===== src/rtl/pe_noc_endpoint.sv =====
// pe_noc_endpoint: PE-side NoC endpoint.
//
// The RX path accepts 64-bit packets from the router.
// - A kernel packet (type 01) addressed to this node loads the 40-bit
//   weight register.
// - An ifmap packet (type 00) addressed to this node pushes its 25-bit
//   spike row into a small first-word-fall-through FIFO.
// - Every other packet is consumed and dropped.
//
// The TX path packs the PE's output spikes and end-of-timestep markers
// into output packets addressed to the memory interface.
//
// The two paths are independent.
//
// Optional feature: define PE_NOC_EP_STATS_EN to build a saturating
// 16-bit dropped-packet counter on drop_cnt. Without it, drop_cnt is
// tied to zero.
//
// TX FSM states:
//   state | meaning
//   IDLE  | waiting for a spike or done request; spike has priority
//   SEND  | registered packet on tx_data, held until tx_ready

module pe_noc_endpoint #(
   parameter logic [3:0] NODE_ADDR  = 4'b0001,
   parameter logic [3:0] MEM_ADDR   = 4'b0000,
   parameter int         WIDTH_NOC  = 64,
   parameter int         FIFO_DEPTH = 4
) (
   input  logic                 clk,
   input  logic                 reset,
   input  logic                 rx_valid,
   output logic                 rx_ready,
   input  logic [WIDTH_NOC-1:0] rx_data,
   output logic [39:0]          weights,
   output logic                 weight_valid,
   output logic                 ifmap_valid,
   input  logic                 ifmap_ready,
   output logic [24:0]          ifmap_row,
   input  logic                 spike_valid,
   output logic                 spike_ready,
   input  logic [4:0]           spike_row,
   input  logic [4:0]           spike_col,
   input  logic                 done_valid,
   output logic                 done_ready,
   output logic                 tx_valid,
   input  logic                 tx_ready,
   output logic [WIDTH_NOC-1:0] tx_data,
   output logic [15:0]          drop_cnt
);

   localparam int         AW          = $clog2(FIFO_DEPTH);
   localparam logic [AW:0] FULL_CNT   = (AW+1)'(FIFO_DEPTH);
   localparam int         PAD_W       = WIDTH_NOC - 20;
   localparam logic [1:0] TYPE_IFMAP  = 2'b00;
   localparam logic [1:0] TYPE_KERNEL = 2'b01;
   localparam logic [1:0] TYPE_OUTPUT = 2'b11;
   localparam logic [0:0] ST_IDLE     = 1'b0;
   localparam logic [0:0] ST_SEND     = 1'b1;

   // ---------------- RX decode ----------------
   logic       rx_fire;
   logic       rx_hit;
   logic [1:0] rx_type;
   logic       rx_kernel;
   logic       rx_ifmap;
   logic       fifo_full;
   logic       fifo_empty;

   // Source address and padding are never looked at.
   logic unused_rx;
   assign unused_rx = ^{rx_data[59:56], rx_data[53:40]};

   assign rx_type   = rx_data[55:54];
   assign rx_hit    = (rx_data[63:60] == NODE_ADDR);
   assign rx_ready  = !reset && !fifo_full;
   assign rx_fire   = rx_valid && rx_ready;
   assign rx_kernel = rx_fire && rx_hit && (rx_type == TYPE_KERNEL);
   assign rx_ifmap  = rx_fire && rx_hit && (rx_type == TYPE_IFMAP);

   // ---------------- weight register ----------------
   logic [39:0] weights_q, weights_d;
   logic        weight_valid_q, weight_valid_d;

   // Kernel reload overwrites immediately, independent of FIFO contents.
   always_comb begin
      weights_d      = weights_q;
      weight_valid_d = weight_valid_q;
      if (rx_kernel) begin
         weights_d      = rx_data[39:0];
         weight_valid_d = 1'b1;
      end
   end

   // Weight register flops.
   always_ff @(posedge clk) begin
      if (reset) begin
         weights_q      <= '0;
         weight_valid_q <= 1'b0;
      end else begin
         weights_q      <= weights_d;
         weight_valid_q <= weight_valid_d;
      end
   end

   assign weights      = weights_q;
   assign weight_valid = weight_valid_q;

   // ---------------- ifmap FIFO ----------------
   // Pointers carry one extra wrap bit so full and empty are distinguishable.
   logic [AW:0] wr_ptr_q, wr_ptr_d;
   logic [AW:0] rd_ptr_q, rd_ptr_d;
   logic [AW:0] fifo_cnt;
   logic [24:0] mem_q [FIFO_DEPTH];
   logic [24:0] mem_d [FIFO_DEPTH];
   logic        fifo_pop;

   assign fifo_cnt    = wr_ptr_q - rd_ptr_q;
   assign fifo_full   = (fifo_cnt == FULL_CNT);
   assign fifo_empty  = (wr_ptr_q == rd_ptr_q);
   assign ifmap_valid = !fifo_empty;
   assign fifo_pop    = ifmap_valid && ifmap_ready;
   // Head is forced to zero when empty so stale rows are never visible.
   assign ifmap_row   = fifo_empty ? 25'd0 : mem_q[rd_ptr_q[AW-1:0]];

   // Push and pop pointer and storage update.
   always_comb begin
      mem_d    = mem_q;
      wr_ptr_d = wr_ptr_q;
      rd_ptr_d = rd_ptr_q;
      if (rx_ifmap) begin
         mem_d[wr_ptr_q[AW-1:0]] = rx_data[24:0];
         wr_ptr_d                = wr_ptr_q + 1'b1;
      end
      if (fifo_pop) begin
         rd_ptr_d = rd_ptr_q + 1'b1;
      end
   end

   // FIFO pointer flops. Reset empties the FIFO.
   always_ff @(posedge clk) begin
      if (reset) begin
         wr_ptr_q <= '0;
         rd_ptr_q <= '0;
      end else begin
         wr_ptr_q <= wr_ptr_d;
         rd_ptr_q <= rd_ptr_d;
      end
   end

   // FIFO storage. The contents are qualified by the pointers, so there is no reset.
   always_ff @(posedge clk) begin
      mem_q <= mem_d;
   end

   // ---------------- TX FSM ----------------
   logic [0:0]           state_q, state_d;
   logic [WIDTH_NOC-1:0] tx_data_q, tx_data_d;
   logic [9:0]           hdr;

   assign hdr = {MEM_ADDR, NODE_ADDR, TYPE_OUTPUT};

   // Handshakes and next-state logic. A spike beats a simultaneous done, so
   // the done marker always trails every spike the PE has already issued.
   always_comb begin
      state_d     = state_q;
      tx_data_d   = tx_data_q;
      spike_ready = 1'b0;
      done_ready  = 1'b0;
      case (state_q)
         ST_IDLE: begin
            spike_ready = !reset;
            done_ready  = !reset && !spike_valid;
            if (spike_valid && spike_ready) begin
               tx_data_d = {hdr, {PAD_W{1'b0}}, spike_row, spike_col};
               state_d   = ST_SEND;
            end else if (done_valid && done_ready) begin
               tx_data_d = {hdr, {PAD_W{1'b0}}, 10'h1FF};
               state_d   = ST_SEND;
            end
         end
         ST_SEND: begin
            if (tx_ready) begin
               state_d = ST_IDLE;
            end
         end
         default: begin
            state_d = ST_IDLE;
         end
      endcase
   end

   // TX FSM and packet register flops.
   always_ff @(posedge clk) begin
      if (reset) begin
         state_q   <= ST_IDLE;
         tx_data_q <= '0;
      end else begin
         state_q   <= state_d;
         tx_data_q <= tx_data_d;
      end
   end

   assign tx_valid = (state_q == ST_SEND);
   assign tx_data  = tx_data_q;

   // ---------------- drop statistics ----------------
`ifdef PE_NOC_EP_STATS_EN
   logic        rx_drop;
   logic [15:0] drop_cnt_q, drop_cnt_d;

   assign rx_drop = rx_fire && !(rx_kernel || rx_ifmap);

   // Saturating count of consumed-but-discarded packets.
   always_comb begin
      drop_cnt_d = drop_cnt_q;
      if (rx_drop && (drop_cnt_q != 16'hFFFF)) begin
         drop_cnt_d = drop_cnt_q + 16'd1;
      end
   end

   // Drop counter flop.
   always_ff @(posedge clk) begin
      if (reset) begin
         drop_cnt_q <= '0;
      end else begin
         drop_cnt_q <= drop_cnt_d;
      end
   end

   assign drop_cnt = drop_cnt_q;
`else
   assign drop_cnt = 16'd0;
`endif

endmodule


===== config.mk =====
export PLATFORM = sky130hd
export DESIGN_NAME = pe_noc_endpoint
export DESIGN_NICKNAME = d
export VERILOG_FILES = /design/src/rtl/pe_noc_endpoint.sv
export SDC_FILE = /design/constraint.sdc
export NUM_CORES = 1
export LEC_CHECK = 0
export ABC_AREA = 1
export CORE_UTILIZATION = 50
export DETAILED_ROUTE_END_ITERATION = 16
export GPL_TIMING_DRIVEN = 0
export PLACE_DENSITY_LB_ADDON = 0.2
export SYNTH_ARGS = -nofsm -noshare
export SYNTH_HDL_FRONTEND = slang
export SYNTH_SLANG_ARGS = --single-unit

===== constraint.sdc =====
create_clock -name clk -period 9.1 [get_ports clk]
set_clock_uncertainty 0.15 [all_clocks]
set_input_delay 1.82 -clock clk [delete_from_list [all_inputs] [get_ports clk]]
set_output_delay 1.82 -clock clk [all_outputs]
set_load 0.005 [all_outputs]

==> impl_metrics.ini <==
[status]
run_status = completed

[sta]
final.setup.tns_ns = 0
final.period_utilization = 0.644
timing.final.crit_period_ns = 5.86
max_freq_mhz = 171
slew_viol_final = 0
report.final.hold_viol_count = 0
slew-limit-headroom = 0.239
worst_slew_pin_slew_ns = 1.14
setup_viol = 0
rsz0062_at_grt = no

[finish]
antenna-diode-count = 0
finish.instance_area_um2 = 9540
area_growth_pct = 36.8
final_net_count = 1076
layout.cells.most_common_list = nor2_1 (199), clkdlybuf4s50_1 (146), nand2_1 (104)
drive_gt1_frac = 0.125
commonest_non_fill_non_tap_cell_in_the_layout = nor2_1

[worst_setup_path]
critical_path.endpoint_type = output port
timing.reg2reg.worst_path_depth = 10
cp_num_cells = 7
worst_path_dominant_cell_family = buffers and inverters
worst_path_required_ns = 7.13
ff2ff_setup_slack_ns = 5.56
path_buf_inv = 6
path_common_cell = clkdlybuf4s50_1
critical_path.slowest_cell = clkdlybuf4s50_1
critPathMaxStageDelay_ns = 0.55
path_cells = clkdlybuf4s50_1 -> inv_2 -> clkbuf_1 -> buf_2 -> nand2_1 -> inv_1 -> clkdlybuf4s50_1
critical_path_arrival_ns = 3.89
setup.worst_path.start_class = input port
path_class = input port to output port
timing.critical_path.fanout_max = 10

[power]
irDropWorstVdd_mv = 0.140
internal_power_w = 0.00132
clock_group_share_of_total_power = 0.400
leakagePower_nw = 4.11
power.net_switching_w = 0.000394
powerDensity_nw_per_um2 = 180
power.sequential.fraction = 0.454
switching_share = 0.230
pwr-share-comb = 0.146

[clock_network]
max_buffers_root_to_sink = 2
tritoncts = built
cts.sinks = 159
clk_root_buffer_cell = clkbuf_16
h-tree-depth = 4
cts_buffers = 17
holdBufCountCts = 0
post-cts-setup-buffers = 0
clk_latency_ns = 0.42
cts_resized = 0
clk_pin_slew_ns = 0.06

[placement]
place.detailed.hpwl_um = 10900
io_buffers = 146
gpl.final_weighted_congestion = 0.767
placed_instance_area_um2 = 8970

[synthesis]
synth-edff-count = 100
syn-cell-area_um2 = 6980
ys_types = 24
postSynth.asyncResetShare = 0
synth-seq-cells = 159
synth-main-ff-cell = edfxtp_1
yosys_warnings = 0
synth.avg_cell_area_um2 = 9.25
netlist_instances = 754
seq_area_frac_synth = 0.600

[grt]
vias_in_the_first_global_route = 4949
wire_length_of_the_first_global_routing_pass_um = 24600
grt_remaining_overflow = 0
grt_max_degree = 26
number_of_antenna_violations_at_the_first_check_in_global_routing = 0
gr-usage-all-layers = 0.224

[floorplanning]
ioPinCount = 232
dieArea_um2 = 14400
placementRows = 42
chipWidth_um = 120
core_area_um2 = 13400
initial_utilization = 0.521
floorplan.die.height_um = 120

[route]
drt-vias-per-instance = 4.58
dr_total_vias = 5385
drt_pre_antenna_iters = 8
count_of_unresolved_drc_violations_after_routing = 0
routed_wirelength_um = 15900
ant_nets = 0
detail_route.iter0.violations = 347
routed_wire_length_per_instance_um = 13.5

[min_path]
min_delay_path_depth = 2
hp-class = register to register

[run]
cap_viol_max_count = 0
## sequential cells by signal, indices dropped and copies added, names as in the netlist
signal        count
weights          40
tx_valid          1
wr_ptr_q          3
mem_q           100
rd_ptr_q          3
tx_data          11
weight_valid      1
## through the flow
stage          setup WS [ns]   util  hold WS, ns  power, W  cells
5_1_grt                 3.07  0.712        0.348   0.00177   1177
6_report                3.24  0.712        0.306   0.00171   1177
3_5_place_dp            3.26  0.669        0.292   0.00104   1145
3_3_place_gp            3.24  0.665        0.287   0.00104   1142
2_1_floorplan           4.67      -        0.291  0.000913    820
4_1_cts                 3.22  0.712        0.309   0.00172   1177
## routing by layer
layer,GRT usage,up-vias,wire length [um]
met4,0.0828,0,251
li1,-,2738,-
met2,0.395,223,7930
met3,0.0642,24,1370
met5,0,-,0
met1,0.257,2400,6320
## cell families (layout without fill, tap and decap cells)
family	after synthesis	after routing	synth area share
other	1	67	0.000538
AO/OA/AOI/OAI	93	93	0.0667
buffers and inverters	167	348	0.135
AND/OR/NAND/NOR	327	327	0.185
flip-flops	159	159	0.600
adder cells (fa/ha/maj)	7	7	0.0126
## synthesized netlist by cell type (all sizes together), types with 2 or more instances
cell / count / area share
nand3: 4 / 0.0036
ha: 7 / 0.013
nand2: 104 / 0.056
clkinv: 2 / 0.0011
edfxtp: 100 / 0.43
buf: 88 / 0.093
clkbuf: 14 / 0.0075
nor2: 202 / 0.11
a21oi: 29 / 0.021
dfxtp: 59 / 0.17
nor3: 12 / 0.010
nand4: 3 / 0.0048
inv: 63 / 0.034
o21ai: 64 / 0.046
## power groups by stage
| stage | Clock, W | Combinational (W) | Sequential, W |
|---|---|---|---|
| after detailed placement | 0 | 0.000248 | 0.000792 |
| final | 0.000686 | 0.000250 | 0.000777 |
| after CTS | 0.000691 | 0.000250 | 0.000777 |
| after floorplan | 0 | 0.000121 | 0.000792 |
| after global routing | 0.000722 | 0.000273 | 0.000778 |
| after global placement | 0 | 0.000245 | 0.000792 |
## worst register-to-register path, cell delays in order (launching register included)
cell      delay, ns
dfxtp_1        0.32
buf_2          0.21
clkinv_1       0.26
buf_2          0.28
ha_1           0.32
a21oi_1        0.17
nand2_1        0.08
nand3_2        0.13
nand4_1        0.31
nor2_2         0.76
buf_8          0.25
## final cells by class
class | count | area [um^2]
Buffer | 102 | 699
Clock buffer | 26 | 489
Clock inverter | 6 | 81.3
Fill cell | 1080 | 3860
Inverter | 65 | 244
Multi-Input combinational cell | 494 | 2100
Sequential cell | 159 | 4180
Tap cell | 176 | 220
Timing Repair Buffer | 149 | 1520
## worst paths after layout
check	from	end
min reg2reg	weight_valid$_SDFFE_PP0P_	weight_valid$_SDFFE_PP0P_
min	weight_valid$_SDFFE_PP0P_	weight_valid$_SDFFE_PP0P_
max reg2reg	rd_ptr_q[1]$_SDFFE_PP0P_	mem_q[85]$_DFFE_PP_
max	reset	rx_ready
Power figures use the tool's default switching activity.
==> RTL edit (same flow settings) <==
`WIDTH_NOC`: 64 -> 128.
--- a/src/rtl/pe_noc_endpoint.sv
+++ b/src/rtl/pe_noc_endpoint.sv
@@ -25,5 +25,5 @@
    parameter logic [3:0] NODE_ADDR  = 4'b0001,
    parameter logic [3:0] MEM_ADDR   = 4'b0000,
-   parameter int         WIDTH_NOC  = 64,
+   parameter int         WIDTH_NOC  = 128,
    parameter int         FIFO_DEPTH = 4
 ) (
Ports: changed (resized rx_data and tx_data); port bits go from 232 to 360. The function was not compared with the original's and may differ.
==> RTL edit against the unedited design <==
  * Global-route usage increased by 1.2 points
  * Clock power rose by 2%
  * Wire length rose by 11%
  * Cell area rose by 7.8%
  * Total power up 2.5%
  * Combinational power rose by 12%
  * Synthesized area increased by 6.9%
  * Setup slack gained 0.99 ps
  * Sequential cell count unchanged
  * Cell count rose by 12%
  * Critical endpoint unchanged
  * Largest cell class unchanged
==> RTL edit: results (changes against the unedited design) <==
Placement
  – DPL Wire Length: 12,900 um (+18%)
  – RD Place Congestion: 0.793 (+3.4%)
  – DP Area: 9700 um^2 (+8.1%)

Synthesis
  – Top cells by count, synth: nor2_1 (202), buf_4 (137), nand2_1 (104)
  – Synthesis warning total: 0 (unchanged)
  – Post-synthesis mux area share: 0% (unchanged)
  – Register area share after synthesis: 56.1% (-3.9 points)
  – Synth Area in Compound Gates: 6.24% (-0.43 points)
  – Adder-Cell Fraction of Synth Area: 1.17% (-0.081 points)
  – Ys async rst share: 0% (unchanged)
  – Synth top area share: 40.3% (-2.8 points)
  – Number of flops mapped to enable cells by yosys: 100 (unchanged)
  – Synth Area in XOR/XNOR: 0% (unchanged)
  – Library cells used by synthesis: 24 (unchanged)
  – Largest cells by area after synthesis: edfxtp_1 (40%), dfxtp_1 (16%), buf_4 (14%), nor2_1 (10%), nand2_1 (5.2%)

Clocking
  – Num CTS Buffers: 17 (unchanged)
  – Post-CTS sizing: 0 (unchanged)
  – CTS Buffer Depth: 2 (unchanged)
  – H-tree depth: 4 (unchanged)

Worst setup path
  – Reg2Reg Setup Slack: 5430 ps (-130 ps)
  – CP top delay family: buffers and inverters

Layout
  – Antenna diodes: 0 (unchanged)
  – Fillers: 1,155 (+6.9%)
  – Largest reg by FF count: mem_q
  – Layout cells sized above 1: 17.3% (+4.9 points)
  – Post-layout net count: 1,269 (+18%)

STA
  – Minimum clock period: 5860 ps (-0.990 ps)
  – Worst Tran Pin Value: 1150 ps (+12.2 ps)

Pwr
  – PD cells: 171 nW/um^2 (-4.9%)
  – Maximum vdd ir drop: 131 uV (-7.0%)
  – Leak: 4.68 nW (+14%)

Global route
  – Number of global-route vias before repair: 5,304 (+7.2%)
  – Tot GR Track Use: 23.6% (+1.2 points)
  – First-pass GRT wire length: 26,800 um (+9.2%)

Route
  – Routed vias: 5,773 (+7.2%)
  – WL/cell: 13.4 um (-0.51%)
  – First-pass DRT Iterations: 4 (-4)
  – First DRT Iteration DRCs: 246 (-29%)

Run status
  – Status: finished clean

Worst hold path
  – Hold crit path type: flip-flop to flip-flop
==> RTL edit: stage by stage <==
step	hold WS, ps	power, mW	instances	setup WS [ps]	util [%]
floorplan	291	0.939	948	4670	-
global placement	287	1.07	1278	3240	66.3
detailed placement	297	1.07	1282	3230	66.7
CTS	313	1.76	1314	3210	70.8
global route	343	1.82	1314	3110	70.8
finish	315	1.76	1314	3240	70.8
==> RTL edit: final timing paths <==
| path | from | cells after the start | endpoint |
|---|---|---|---|
| setup / recovery | reset | 7 | rx_ready |
| hold / removal | weight_valid$_SDFFE_PP0P_ | 2 | weight_valid$_SDFFE_PP0P_ |
| setup reg to reg | rd_ptr_q[1]$_SDFFE_PP0P_ | 10 | mem_q[71]$_DFFE_PP_ |
| hold reg to reg | weight_valid$_SDFFE_PP0P_ | 2 | weight_valid$_SDFFE_PP0P_ |
==> RTL edit: cell type report <==
cell class                 instances  share of cell area (%)
buffer                           166                    11.5
clock inverter                    14                    1.50
multi-input combinational        558                    22.8
clock buffer                      18                    4.17
sequential                       159                    40.7
tap                              184                    2.24
inverter                          65                    2.37
timing repair buffer             150                    14.8
==> RTL edit: worst min-delay path, stage by stage, from the launching register on <==
cell and delay, ps:
dfxtp_1 320, inv_1 50, a21oi_1 50
==> RTL edit: metal layers <==
layer	share of wire, %	global-route usage (%)
met1	39	27.5
met2	48	39.7
met3	11	9.07
met4	1.5	7.96
met5	0	0
==> RTL edit: power breakdown <==
part           internal [mW]  total [mW]  switching [mW]
Combinational          0.139       0.280           0.140
Clock                  0.409       0.699           0.291
Sequential             0.772       0.776         0.00430
